--- config.mk ---
export PLATFORM = sky130hd
export DESIGN_NAME = lcd_line_timer
export DESIGN_NICKNAME = d
export VERILOG_FILES = /design/src/rtl/lcd_line_timer.sv
export SDC_FILE = /design/constraint.sdc
export NUM_CORES = 1
export LEC_CHECK = 0
export CORE_MARGIN = 2
export CORE_UTILIZATION = 50
export CTS_BUF_LIST = sky130_fd_sc_hd__clkbuf_2
export CTS_CLUSTER_DIAMETER = 100
export DETAILED_ROUTE_END_ITERATION = 12
export GPL_ROUTABILITY_DRIVEN = 0
export HOLD_SLACK_MARGIN = 0.15
export PLACE_DENSITY = 0.78
export SETUP_SLACK_MARGIN = 0.2
export SYNTH_ARGS = -nofsm -noshare
export SYNTH_HDL_FRONTEND = slang
export SYNTH_SLANG_ARGS = --single-unit
--- constraint.sdc ---
create_clock -name clock -period 3.16 [get_ports clock]
set_input_delay 0.632 -clock clock [delete_from_list [all_inputs] [get_ports clock]]
set_output_delay 0.632 -clock clock [all_outputs]
set_load 0.02 [all_outputs]
--- src/rtl/lcd_line_timer.sv ---
// LCD scanline/frame timer with the LCDC, STAT, LY and LYC bus registers.
// Produces the STAT mode, the current line, and the vblank/STAT interrupt pulses.
module lcd_line_timer #(
   parameter int LINE_CYCLES = 456,
   parameter int FRAME_LINES = 154,
   parameter int VBLANK_LINE = 144,
   parameter int OAM_CYCLES  = 80,
   parameter int XFER_CYCLES = 172
) (
   input  logic        clock,
   input  logic        reset,
   input  logic        tick,
   input  logic [15:0] addr,
   input  logic [7:0]  data_in,
   input  logic        mem_we,
   input  logic        mem_re,
   output logic [7:0]  data_out,
   output logic        data_oe,
   output logic [7:0]  ly,
   output logic [1:0]  mode,
   output logic        vblank_irq,
   output logic        stat_irq
);

   localparam int DOT_W = (LINE_CYCLES > 1) ? $clog2(LINE_CYCLES) : 1;
   localparam logic [DOT_W-1:0] DOT_LAST = DOT_W'(LINE_CYCLES - 1);
   localparam logic [DOT_W-1:0] OAM_END  = DOT_W'(OAM_CYCLES);
   localparam logic [DOT_W-1:0] XFER_END = DOT_W'(OAM_CYCLES + XFER_CYCLES);
   localparam logic [7:0] LY_LAST = 8'(FRAME_LINES - 1);
   localparam logic [7:0] LY_VBL  = 8'(VBLANK_LINE);

   localparam logic [15:0] ADDR_LCDC = 16'hFF40;
   localparam logic [15:0] ADDR_STAT = 16'hFF41;
   localparam logic [15:0] ADDR_LY   = 16'hFF44;
   localparam logic [15:0] ADDR_LYC  = 16'hFF45;

   logic [7:0]       lcdc_reg;
   logic [7:0]       lcdc_next;
   logic [6:3]       stat_reg;
   logic [7:0]       lyc_reg;
   logic [7:0]       ly_reg;
   logic [DOT_W-1:0] dot_reg;
   logic             stat_cond_reg;
   logic             vbl_cond_reg;
   logic             stat_irq_reg;
   logic             vblank_irq_reg;

   logic       sel_lcdc, sel_stat, sel_ly, sel_lyc, sel_any;
   logic       enabled;
   logic       coincidence;
   logic       stat_cond;
   logic       vbl_cond;
   logic [1:0] mode_dec;
   logic [7:0] rd_data;

   assign sel_lcdc = (addr == ADDR_LCDC);
   assign sel_stat = (addr == ADDR_STAT);
   assign sel_ly   = (addr == ADDR_LY);
   assign sel_lyc  = (addr == ADDR_LYC);
   assign sel_any  = sel_lcdc | sel_stat | sel_ly | sel_lyc;

   assign lcdc_next = (mem_we && sel_lcdc) ? data_in : lcdc_reg;
   assign enabled   = lcdc_reg[7];

   always_ff @(posedge clock or posedge reset) begin
      if (reset) begin
         lcdc_reg <= 8'h00;
         stat_reg <= 4'h0;
         lyc_reg  <= 8'h00;
      end else begin
         lcdc_reg <= lcdc_next;
         if (mem_we && sel_stat) stat_reg <= data_in[6:3];
         if (mem_we && sel_lyc)  lyc_reg  <= data_in;
      end
   end

   // Clearing keys off the incoming LCDC value so a disable shows ly=0 on the very next clock;
   // advancing keys off the current value so a re-enable starts cleanly at dot 0.
   always_ff @(posedge clock or posedge reset) begin
      if (reset) begin
         dot_reg <= '0;
         ly_reg  <= 8'h00;
      end else if (!lcdc_next[7] || (mem_we && sel_ly)) begin
         dot_reg <= '0;
         ly_reg  <= 8'h00;
      end else if (enabled && tick) begin
         if (dot_reg == DOT_LAST) begin
            dot_reg <= '0;
            ly_reg  <= (ly_reg == LY_LAST) ? 8'h00 : ly_reg + 8'd1;
         end else begin
            dot_reg <= dot_reg + 1'b1;
         end
      end
   end

   always_comb begin
      mode_dec = 2'd0;
      if (enabled) begin
         if (ly_reg >= LY_VBL)         mode_dec = 2'd1;
         else if (dot_reg < OAM_END)   mode_dec = 2'd2;
         else if (dot_reg < XFER_END)  mode_dec = 2'd3;
         else                          mode_dec = 2'd0;
      end
   end

   assign coincidence = (ly_reg == lyc_reg);

   assign stat_cond = enabled & ((stat_reg[6] & coincidence)
                               | (stat_reg[5] & (mode_dec == 2'd2))
                               | (stat_reg[4] & (mode_dec == 2'd1))
                               | (stat_reg[3] & (mode_dec == 2'd0)));
   assign vbl_cond  = enabled & (ly_reg == LY_VBL);

   // Edge detectors: a source that hands over to another without a gap does not re-fire.
   always_ff @(posedge clock or posedge reset) begin
      if (reset) begin
         stat_cond_reg  <= 1'b0;
         vbl_cond_reg   <= 1'b0;
         stat_irq_reg   <= 1'b0;
         vblank_irq_reg <= 1'b0;
      end else begin
         stat_cond_reg  <= stat_cond;
         vbl_cond_reg   <= vbl_cond;
         stat_irq_reg   <= stat_cond & ~stat_cond_reg;
         vblank_irq_reg <= vbl_cond & ~vbl_cond_reg;
      end
   end

   always_comb begin
      rd_data = 8'h00;
      if (sel_lcdc)     rd_data = lcdc_reg;
      else if (sel_stat) rd_data = {1'b1, stat_reg, coincidence, mode_dec};
      else if (sel_ly)   rd_data = ly_reg;
      else if (sel_lyc)  rd_data = lyc_reg;
   end

   assign data_oe    = mem_re & ~mem_we & sel_any;
   assign data_out   = data_oe ? rd_data : 8'h00;
   assign ly         = ly_reg;
   assign mode       = mode_dec;
   assign stat_irq   = stat_irq_reg & enabled;
   assign vblank_irq = vblank_irq_reg & enabled;

endmodule

==> metrics <==
total power 0.000816 W; GRT Overall Usage 0.240; setup violators final 0; sequential share of the synthesized area 0.431; Post-synth EDFFs 0; clk slew on worst S/H paths 0.19 ns; Hold Crit Class flip-flop to flip-flop; crit start category input port; worst path cell trace buf_6 -> or4_4 -> nor4_4 -> nand3b_1 -> buf_6 -> a311oi_2 -> buf_4; NumNets Final 344; IO Port Bufs 49; internal power 0.000620 W; Worst Path Buf+Inv 3; number of diodes 0; Hold Violations, Final 0; Critical Path RT 2.53 ns; initial DRC count 83; Synth area leader dfrtp_1; Core Region 4660 um^2; Hold Crit Depth 1; Hold Crit Start vbl_cond_reg; first-pass GRT wire length 9.80 mm; Post-Syn Instances approximately 230; Slowest cell on crit path or4_4; row cnt 25; aggregate global routing overflow 0; Sequential Power Share 0.644; total CTS buffers 5; DPL Wire Length between 4 and 5 mm; DR WL met2 slightly above 3 mm; IO Count 50; Layout area overhead 33.4%; cell area after layout 3180 um^2; M1 wire length 2.55 mm; Vias/cell around 5.7; combinational power share 0.096; hold_buf cts 0; syn avg cell area 10.3 um^2; Placed Instances 342; DRT antenna net count 0; Synth top area share 0.431; LEAKAGE 1.49 nW; Net Sw Frac 0.240; clk sinks 41; element type at the critical path end output pin; post-synthesis cell type count 47; Fmax achieved 0.345 GHz; Initial Util 0.511; Setup TNS 0 ns; Max-slew headroom 0.655; CTS Buffer Depth 2; vias post-DR 2092; layout cell share with drive strength beyond 1 0.257; initial antenna violation count 0; Worst R2R Path Depth 4; Post-Syn Area 2380 um^2; WP data arrival 2.27 ns; clk_lat worst skew 0.39 ns; slowest stage delay, CP 0.55 ns; most used cell, CP buf_6; yosys warns 0; Post-DP Area about 3100 um^2; final worst path period share 0.918; Final Instance Count excl. Fillers 365; 1st-pass router iterations 4; Hold Crit Endpoint vblank_irq_reg; # H-tree levels 2; switching power ~0.00020 W; maximum vdd drop approximately 0.19 mV; Reg2Reg Launch Point dot_reg[5]; Post-Syn Nets 264; die footprint 5330 um^2; pwr/cell area 257 nW/um^2; wire length per cell 16.5 um; ys flop type dfrtp_1; uppermost routed layer met4; outcome completed; max FFs per register 9; flop-to-flop setup slack 0.89 ns; CTS tree built; Max-Cap Viols 0; ys async rst share 1.00; Die Height 73.0 um; CP delay by family, top simple AND/OR/NAND/NOR gates; worst r2r dst ly[6]; final wirelength 6.02 mm; Worst Tran Pin Value between 0.5 and 0.6 ns; worst-path fanout max 5; top cells by area, synth dfrtp_1 43%, mux2_2 6.6%, mux4_2 4.7%; vias in the first global route 2010; power share of the clock group 0.260; Final Max Tran Viols 0; DR WL met3 368 um; min cycle time layout 2.90 ns; # DRC 0; CTS root buf clkbuf_2; pin count of the biggest net entering global routing 42; Clock Skew 0.00439 ns; #FFs+latches synth slightly above 40; die width 73.0 um; RSZ-0062 raised after global routing yes; Crit Path Class input port to output pin
==> synthesized netlist by cell type (all sizes together), types with 7 or more instances <==
cell	count
mux2	20
xor2	9
nand4	7
inv	7
dfrtp	41
a21oi	10
nor2b	10
nand3	13
nor3	11
nor2	11
nand2	14
clkbuf	7
==> layout by cell type (no fill, tap or decap), types with 4 or more instances in the layout <==
| master | instances |
|---|---|
| dfrtp_1 | 41 |
| buf_4 | 36 |
| clkdlybuf4s50_1 | 28 |
| nand2_1 | 14 |
| mux2_2 | 14 |
| nand3_1 | 12 |
| nor2_1 | 11 |
| nor2b_1 | 10 |
| nor3_1 | 10 |
| a21oi_1 | 10 |
| xor2_1 | 9 |
| clkbuf_2 | 8 |
| nand4_1 | 7 |
| inv_1 | 7 |
| buf_2 | 7 |
| o21ai_0 | 6 |
| mux2_1 | 6 |
| dlygate4sd2_1 | 6 |
| xnor2_1 | 5 |
| mux4_2 | 5 |
| and2_1 | 4 |
| nor4_1 | 4 |
| ha_1 | 4 |
==> worst register-to-register path, delay by kind of cell (launching register included) <==
family             cells  cell delay, ns
and+or+nand+nor        3            1.61
DFF                    1            0.48
AOI/OAI and AO/OA      1            0.14
==> worst max path at each step <==
| stage | from | cells after the start | end | slack [ns] |
|---|---|---|---|---|
| floorplan | addr[1] | 4 | data_out[1] | 0.24 |
| global placement | addr[1] | 7 | data_out[1] | -0.42 |
| CTS | addr[13] | 7 | data_out[2] | 0.20 |
| finish | addr[1] | 7 | data_out[2] | 0.26 |
| global route | addr[1] | 7 | data_out[2] | 0.17 |
| detailed placement | addr[1] | 7 | data_out[1] | -0.45 |
==> final cells by class <==
cell class                 instances  area [um^2]
clock buffer                       6         30.0
clock inverter                     1         3.75
fill                             381         1480
inverter                           7         26.3
multi-input combinational        172         1310
sequential                        41         1030
tap                               54         67.6
timing repair buffer              84          716
==> cell families after synthesis <==
family	synth area share
AND/OR/NAND/NOR	0.227
flip-flops	0.431
AO/OA/AOI/OAI	0.0872
multiplexers	0.150
buffers and inverters	0.0320
XOR/XNOR	0.0515
adder cells (fa/ha/maj)	0.0210
==> metal layers <==
metal  up-vias  track usage
li1       1008            -
met5         -            0
met2        64        0.401
met3         6       0.0483
met1      1014        0.321
met4         0       0.0597
==> power by group through the flow <==
| stage | Combinational, W | Sequential (W) | Clock [W] |
|---|---|---|---|
| finish | 0.0000783 | 0.000525 | 0.000213 |
| global placement | 0.0000778 | 0.000535 | 0 |
| CTS | 0.0000792 | 0.000526 | 0.000224 |
| detailed placement | 0.0000787 | 0.000535 | 0 |
| floorplan | 0.0000258 | 0.000535 | 0 |
| global route | 0.0000855 | 0.000526 | 0.000242 |
==> metrics by stage <==
| step | utilization | hold WS [ns] | worst slack, ns |
|---|---|---|---|
| floorplan | - | 0.375 | 0.236 |
| global placement | 0.655 | 0.384 | -0.420 |
| detailed placement | 0.655 | 0.399 | -0.446 |
| CTS | 0.685 | 0.423 | 0.204 |
| global route | 0.682 | 0.432 | 0.172 |
| finish | 0.682 | 0.415 | 0.259 |
==> timing repair <==
action | CTS | global route
resized for setup | 52 | 14
endpoints found under the setup margin | 9 | 10
pin swaps | 6 | 5
setup buffers | 15 | 0
gates cloned | 1 | 0
No activity file was read; power rests on OpenSTA's default activity.
